File: src/rtl/lsu_mem_ctrl.sv
// lsu_mem_ctrl: RV32 load/store initiator for a word-wide data memory.
// Sub-word stores use read-modify-write because the memory only has a whole-word write enable.
module lsu_mem_ctrl #(
    parameter int MEMORY_SIZE = 2048,
    parameter int ADDR_WIDTH  = $clog2(MEMORY_SIZE)
) (
    input  logic                  clk,
    input  logic                  rst_n,
    input  logic                  req_valid,
    output logic                  req_ready,
    input  logic                  req_we,
    input  logic [2:0]            req_funct3,
    input  logic [31:0]           req_addr,
    input  logic [31:0]           req_wdata,
    output logic                  resp_valid,
    input  logic                  resp_ready,
    output logic [31:0]           resp_rdata,
    output logic                  resp_err,
    output logic [ADDR_WIDTH-1:0] mem_addr,
    output logic                  mem_re,
    output logic                  mem_we,
    output logic [31:0]           mem_wdata,
    input  logic [31:0]           mem_rdata
);
    typedef enum logic [2:0] {IDLE, RD, CAP, MRG, WR, RESP} state_t;
    state_t state;
    logic        we_q;
    logic [2:0]  f3_q;
    logic [1:0]  lane_q;
    logic [15:0] wdata_q;
    logic        acc_err;
    logic [7:0]  byte_v;
    logic [15:0] half_v;
    logic [31:0] load_ext;
    logic [31:0] mask;
    logic [31:0] wrep;
    logic [31:0] merged;
    assign req_ready = rst_n && state == IDLE;
    assign acc_err = (req_addr[31:ADDR_WIDTH+2] != '0)
                  || (req_funct3[1:0] == 2'b01 && req_addr[0])
                  || (req_funct3 == 3'b010 && req_addr[1:0] != 2'b00)
                  || (req_funct3 == 3'b011)
                  || (req_funct3[2:1] == 2'b11)
                  || (req_we && req_funct3[2]);
    assign byte_v   = mem_rdata[8*lane_q +: 8];
    assign half_v   = mem_rdata[16*lane_q[1] +: 16];
    assign load_ext = f3_q[1:0] == 2'b00 ? {{24{~f3_q[2] & byte_v[7]}}, byte_v}
                    : f3_q[1:0] == 2'b01 ? {{16{~f3_q[2] & half_v[15]}}, half_v}
                    : mem_rdata;
    // Replicate the store data across all lanes, then let the lane mask pick the target bytes.
    assign mask   = f3_q[0] ? (32'h0000_FFFF << (16*lane_q[1])) : (32'h0000_00FF << (8*lane_q));
    assign wrep   = f3_q[0] ? {2{wdata_q}} : {4{wdata_q[7:0]}};
    assign merged = (mem_rdata & ~mask) | (wrep & mask);
    always_ff @(posedge clk or negedge rst_n) begin
        if (!rst_n) begin
            state      <= IDLE;
            mem_re     <= 1'b0;
            mem_we     <= 1'b0;
            resp_valid <= 1'b0;
            resp_err   <= 1'b0;
            mem_addr   <= '0;
            mem_wdata  <= '0;
            resp_rdata <= '0;
            we_q       <= 1'b0;
            f3_q       <= '0;
            lane_q     <= '0;
            wdata_q    <= '0;
        end else begin
            mem_re <= 1'b0;
            mem_we <= 1'b0;
            case (state)
                IDLE: if (req_valid) begin
                    we_q       <= req_we;
                    f3_q       <= req_funct3;
                    lane_q     <= req_addr[1:0];
                    wdata_q    <= req_wdata[15:0];
                    mem_addr   <= req_addr[ADDR_WIDTH+1:2];
                    resp_rdata <= '0;
                    resp_err   <= acc_err;
                    if (acc_err) begin
                        state      <= RESP;
                        resp_valid <= 1'b1;
                    end else if (req_we && req_funct3[1:0] == 2'b10) begin
                        state     <= WR;
                        mem_we    <= 1'b1;
                        mem_wdata <= req_wdata;
                    end else begin
                        state  <= RD;
                        mem_re <= 1'b1;
                    end
                end
                RD:  state <= we_q ? MRG : CAP;
                CAP: begin
                    resp_rdata <= load_ext;
                    resp_valid <= 1'b1;
                    state      <= RESP;
                end
                MRG: begin
                    mem_wdata <= merged;
                    mem_we    <= 1'b1;
                    state     <= WR;
                end
                WR: begin
                    resp_valid <= 1'b1;
                    state      <= RESP;
                end
                RESP: if (resp_ready) begin
                    resp_valid <= 1'b0;
                    resp_err   <= 1'b0;
                    resp_rdata <= '0;
                    state      <= IDLE;
                end
                default: state <= IDLE;
            endcase
        end
    end
endmodule

File: config.mk
export PLATFORM = sky130hd
export DESIGN_NAME = lsu_mem_ctrl
export DESIGN_NICKNAME = d
export VERILOG_FILES = /design/src/rtl/lsu_mem_ctrl.sv
export SDC_FILE = /design/constraint.sdc
export NUM_CORES = 1
export LEC_CHECK = 0
export ABC_AREA = 1
export CORE_ASPECT_RATIO = 0.9
export CORE_MARGIN = 3
export CORE_UTILIZATION = 25
export CTS_BUF_LIST = sky130_fd_sc_hd__clkbuf_8
export DETAILED_ROUTE_END_ITERATION = 12
export PLACE_DENSITY = 0.5
export SLEW_MARGIN = 10
export SYNTH_ARGS = -nofsm -noshare
export SYNTH_HDL_FRONTEND = slang
export SYNTH_SLANG_ARGS = --single-unit
File: constraint.sdc
create_clock -name clk -period 4.1 [get_ports clk]
set_input_delay 1.23 -clock clk [delete_from_list [all_inputs] [get_ports clk]]
set_output_delay 1.23 -clock clk [all_outputs]
set_load 0.03 [all_outputs]
==> impl_metrics.json <==
{
  "min-delay-path-class": "reg -> reg",
  "maxCapViolCount": 0,
  "layout.cells.most_common": "sky130_fd_sc_hd__clkdlybuf4s50_1",
  "cts-buffers-inserted": 9,
  "synth_top_family_by_area": "compound AO/OA/AOI/OAI gates",
  "power_per_cell_area_nw_per_um2": 685.2,
  "fin_skew_ns": 0.01262,
  "nFillCells": 2343,
  "placement_rows": 51,
  "timing.critical_path.to_type": "flip-flop",
  "crit_path_cell_trace": "clkdlybuf4s50_1 -> o21ai_1 -> nand4_1 -> o21ai_4 -> nand2_2 -> buf_4 -> inv_4 -> nand2_1 -> nand2_1",
  "buffers_inserted_during_post_cts_setup_optimization": 0,
  "grt_start_max_net_pins": 65,
  "globalRouteTotalUtil": 0.1674,
  "area_growth_syn_to_layout_pct": 41.26,
  "htree_num_levels": 3,
  "dieWidth_um": 163.1,
  "initialDrtViolationCount": 364,
  "timing.final.max_slew_violations": 0,
  "slowest_stage": "sky130_fd_sc_hd__clkdlybuf4s50_1",
  "critical_path.max_fanout": 47,
  "diode_count": 0,
  "crit_top_cell": "sky130_fd_sc_hd__nand2_1",
  "ant_nets": 0,
  "timing.hold.worst.start": "mem_wdata[31]",
  "synth_compound_area_frac": 0.2183,
  "final.period_utilization": 0.7286,
  "vias": 5436,
  "worstSetupStartpoint": "req_funct3[1]",
  "worstSetupPathType": "in -> reg",
  "worst-endpoint-required_ns": 4.42,
  "hold_violations": 0,
  "setup-violations-final": 0,
  "reg2reg_from": "state[2]",
  "drt-total-wl_mm": 20.09,
  "clock_insertion_delay_worst_skew_ns": 0.39,
  "viasPerCell": 4.534,
  "fraction_of_the_mapped_netlist_area_in_adder_cells": 0,
  "yosysSeqAreaShare": 0.4687,
  "grt_first_pass_wirelength_mm": 31.05,
  "synth_warnings": 0,
  "place_worst_setup_slack_ns": 0.6933,
  "grt_antenna_before_repair": 1,
  "placed_wire_length_estimate_mm": 15.48,
  "synthDistinctLibCells": 28,
  "setup_tns_ns": 0,
  "finalHoldWorstSlack_ns": 0.4880,
  "post_synth_inst_count": 737,
  "routed_wire_length_per_instance_um": 16.75,
  "relative_max_transition_margin": 0.2305,
  "nNetsFinal": 1007,
  "r2r_slack_ns": 1.56,
  "setup_ws_ns": 1.113,
  "clock.fmax_mhz": 334.7,
  "postSynthRegisterBits": 104,
  "stdcell_area_um2": 7844,
  "clkTransAtPathRegs_ns": 0.10,
  "layout-drive-gt1-share": 0.05837,
  "post-route-drc-count": 0,
  "worstMarginPinSlew_ns": 1.153,
  "hold_buffers": 0,
  "post_syn_area_per_cell_um2": 7.534,
  "static-leakage-power_uw": 0.003516,
  "tritoncts_clock_tree": "built",
  "area_of_the_die_um2": 24040,
  "ioPinCount": 184,
  "height_of_the_die_um": 147.4,
  "initial_core_util": 0.2552,
  "vias_in_the_first_global_route": 5372,
  "synthXorXnorAreaFrac": 0,
  "netlist_area_um2": 5553,
  "io_buffers": 183,
  "cts-root-to-sink-buffers": 2,
  "synth-simple-area-share": 0.1877,
  "remaining_global_route_overflow": 0,
  "peakVddDrop_uv": 213.2,
  "slowest_delay_ns": 0.48,
  "core_area_um2": 21760,
  "rsz_0062_raised_after_global_routing": "no",
  "drt_pass1_iterations": 4,
  "outcome": "finished, final reports clean",
  "synth_mux_area_frac": 0.02434,
  "path_delay_family": "buffers and inverters",
  "period_minus_slack_ns": 2.987,
  "layout_common_cells": "sky130_fd_sc_hd__clkdlybuf4s50_1, sky130_fd_sc_hd__nand2_1, sky130_fd_sc_hd__o21ai_0, sky130_fd_sc_hd__dfrtp_1, sky130_fd_sc_hd__inv_1",
  "crit_buf_inv": 3,
  "totalPowerFinal_uw": 5375,
  "synth_fp_nets": 841,
  "count_of_instances_resized_after_the_clock_tree_is_built": 0,
  "clock_sink_count": 104,
  "routabilityCongestion": 0.8714,
  "postPlaceCellArea_um2": 7624,
  "worstSetupStartpointType": "primary input",
  "worst-endpoint-arrival_ns": 3.31,
  "cts.root.buffer_cell": "sky130_fd_sc_hd__clkbuf_8"
}
[registers in the layout, summed over array words and instances, names as in the netlist]
signal and cells:
resp_err 1, we_q 1, wdata_q 16, mem_wdata 32
f3_q 3, mem_we 1, mem_re 1, mem_addr 11
resp_valid 1, resp_rdata 32, lane_q 2, state 3
[stage by stage]
stage,cells,util
5_1_grt,1199,0.3605
4_1_cts,1199,0.3605
3_3_place_gp,1183,0.3504
3_5_place_dp,1183,0.3504
6_report,1199,0.3605
2_1_floorplan,737,-
[logic make-up after synthesis]
| group | count (synthesis) |
|---|---|
| and+or+nand+nor | 258 |
| muxes | 12 |
| AOI/OAI and AO/OA | 226 |
| buffers and inverters | 137 |
| DFF | 104 |
[tightest hold or removal path: cells and delay by family (launching register included)]
family,cells,cell delay (ns)
and+or+nand+nor,2,0.10
DFF,1,0.36
[power breakdown]
part | internal (µW) | total, µW | switching [µW] | leakage (µW)
Combinational | 1070 | 2880 | 1810 | 0.00209
Clock | 344 | 729 | 385 | 0.000101
Sequential | 1430 | 1760 | 330 | 0.00133
[metal layers]
metal	vias up	track usage	wire length, µm
met2	179	0.2531	8731
met4	2	0.04313	374
met1	2502	0.2372	9538
met5	-	0	9
li1	2730	-	-
met3	23	0.04623	1432
[area by class of cell]
type / instances / area [µm²] / area share
well taps: 291 / 364.1 / 0.04642
clock inverters: 7 / 96.34 / 0.01228
repair buffers: 190 / 1879 / 0.2396
multi-input cells: 496 / 2390 / 0.3047
clock buffers: 9 / 123.9 / 0.01579
flip-flops and latches: 104 / 2603 / 0.3318
inverters: 102 / 387.9 / 0.04945
[path summary, 6_finish.rpt]
| kind | to | depth (start not counted) |
|---|---|---|
| max | mem_wdata[10] | 9 |
| min | mem_wdata[31] | 2 |
| max reg2reg | mem_wdata[13] | 9 |
| min reg2reg | mem_wdata[31] | 2 |
| max in group asynchronous | mem_wdata[14] | 3 |
| min in group asynchronous | resp_rdata[23] | 2 |
[cell usage after synthesis (all sizes together)]
cell type	n	share of area
nor3	2	0.0027
o21ai	138	0.13
inv	102	0.070
nor2	57	0.042
clkbuf	17	0.012
nand4	2	0.0023
a31oi	1	0.0011
a21oi	47	0.043
o21a	9	0.012
mux2	12	0.024
dfrtp	104	0.47
a211oi	3	0.0041
o22ai	28	0.032
nand3	25	0.023
nand2	172	0.12
buf	18	0.019
(Power assumes the default switching activity.)
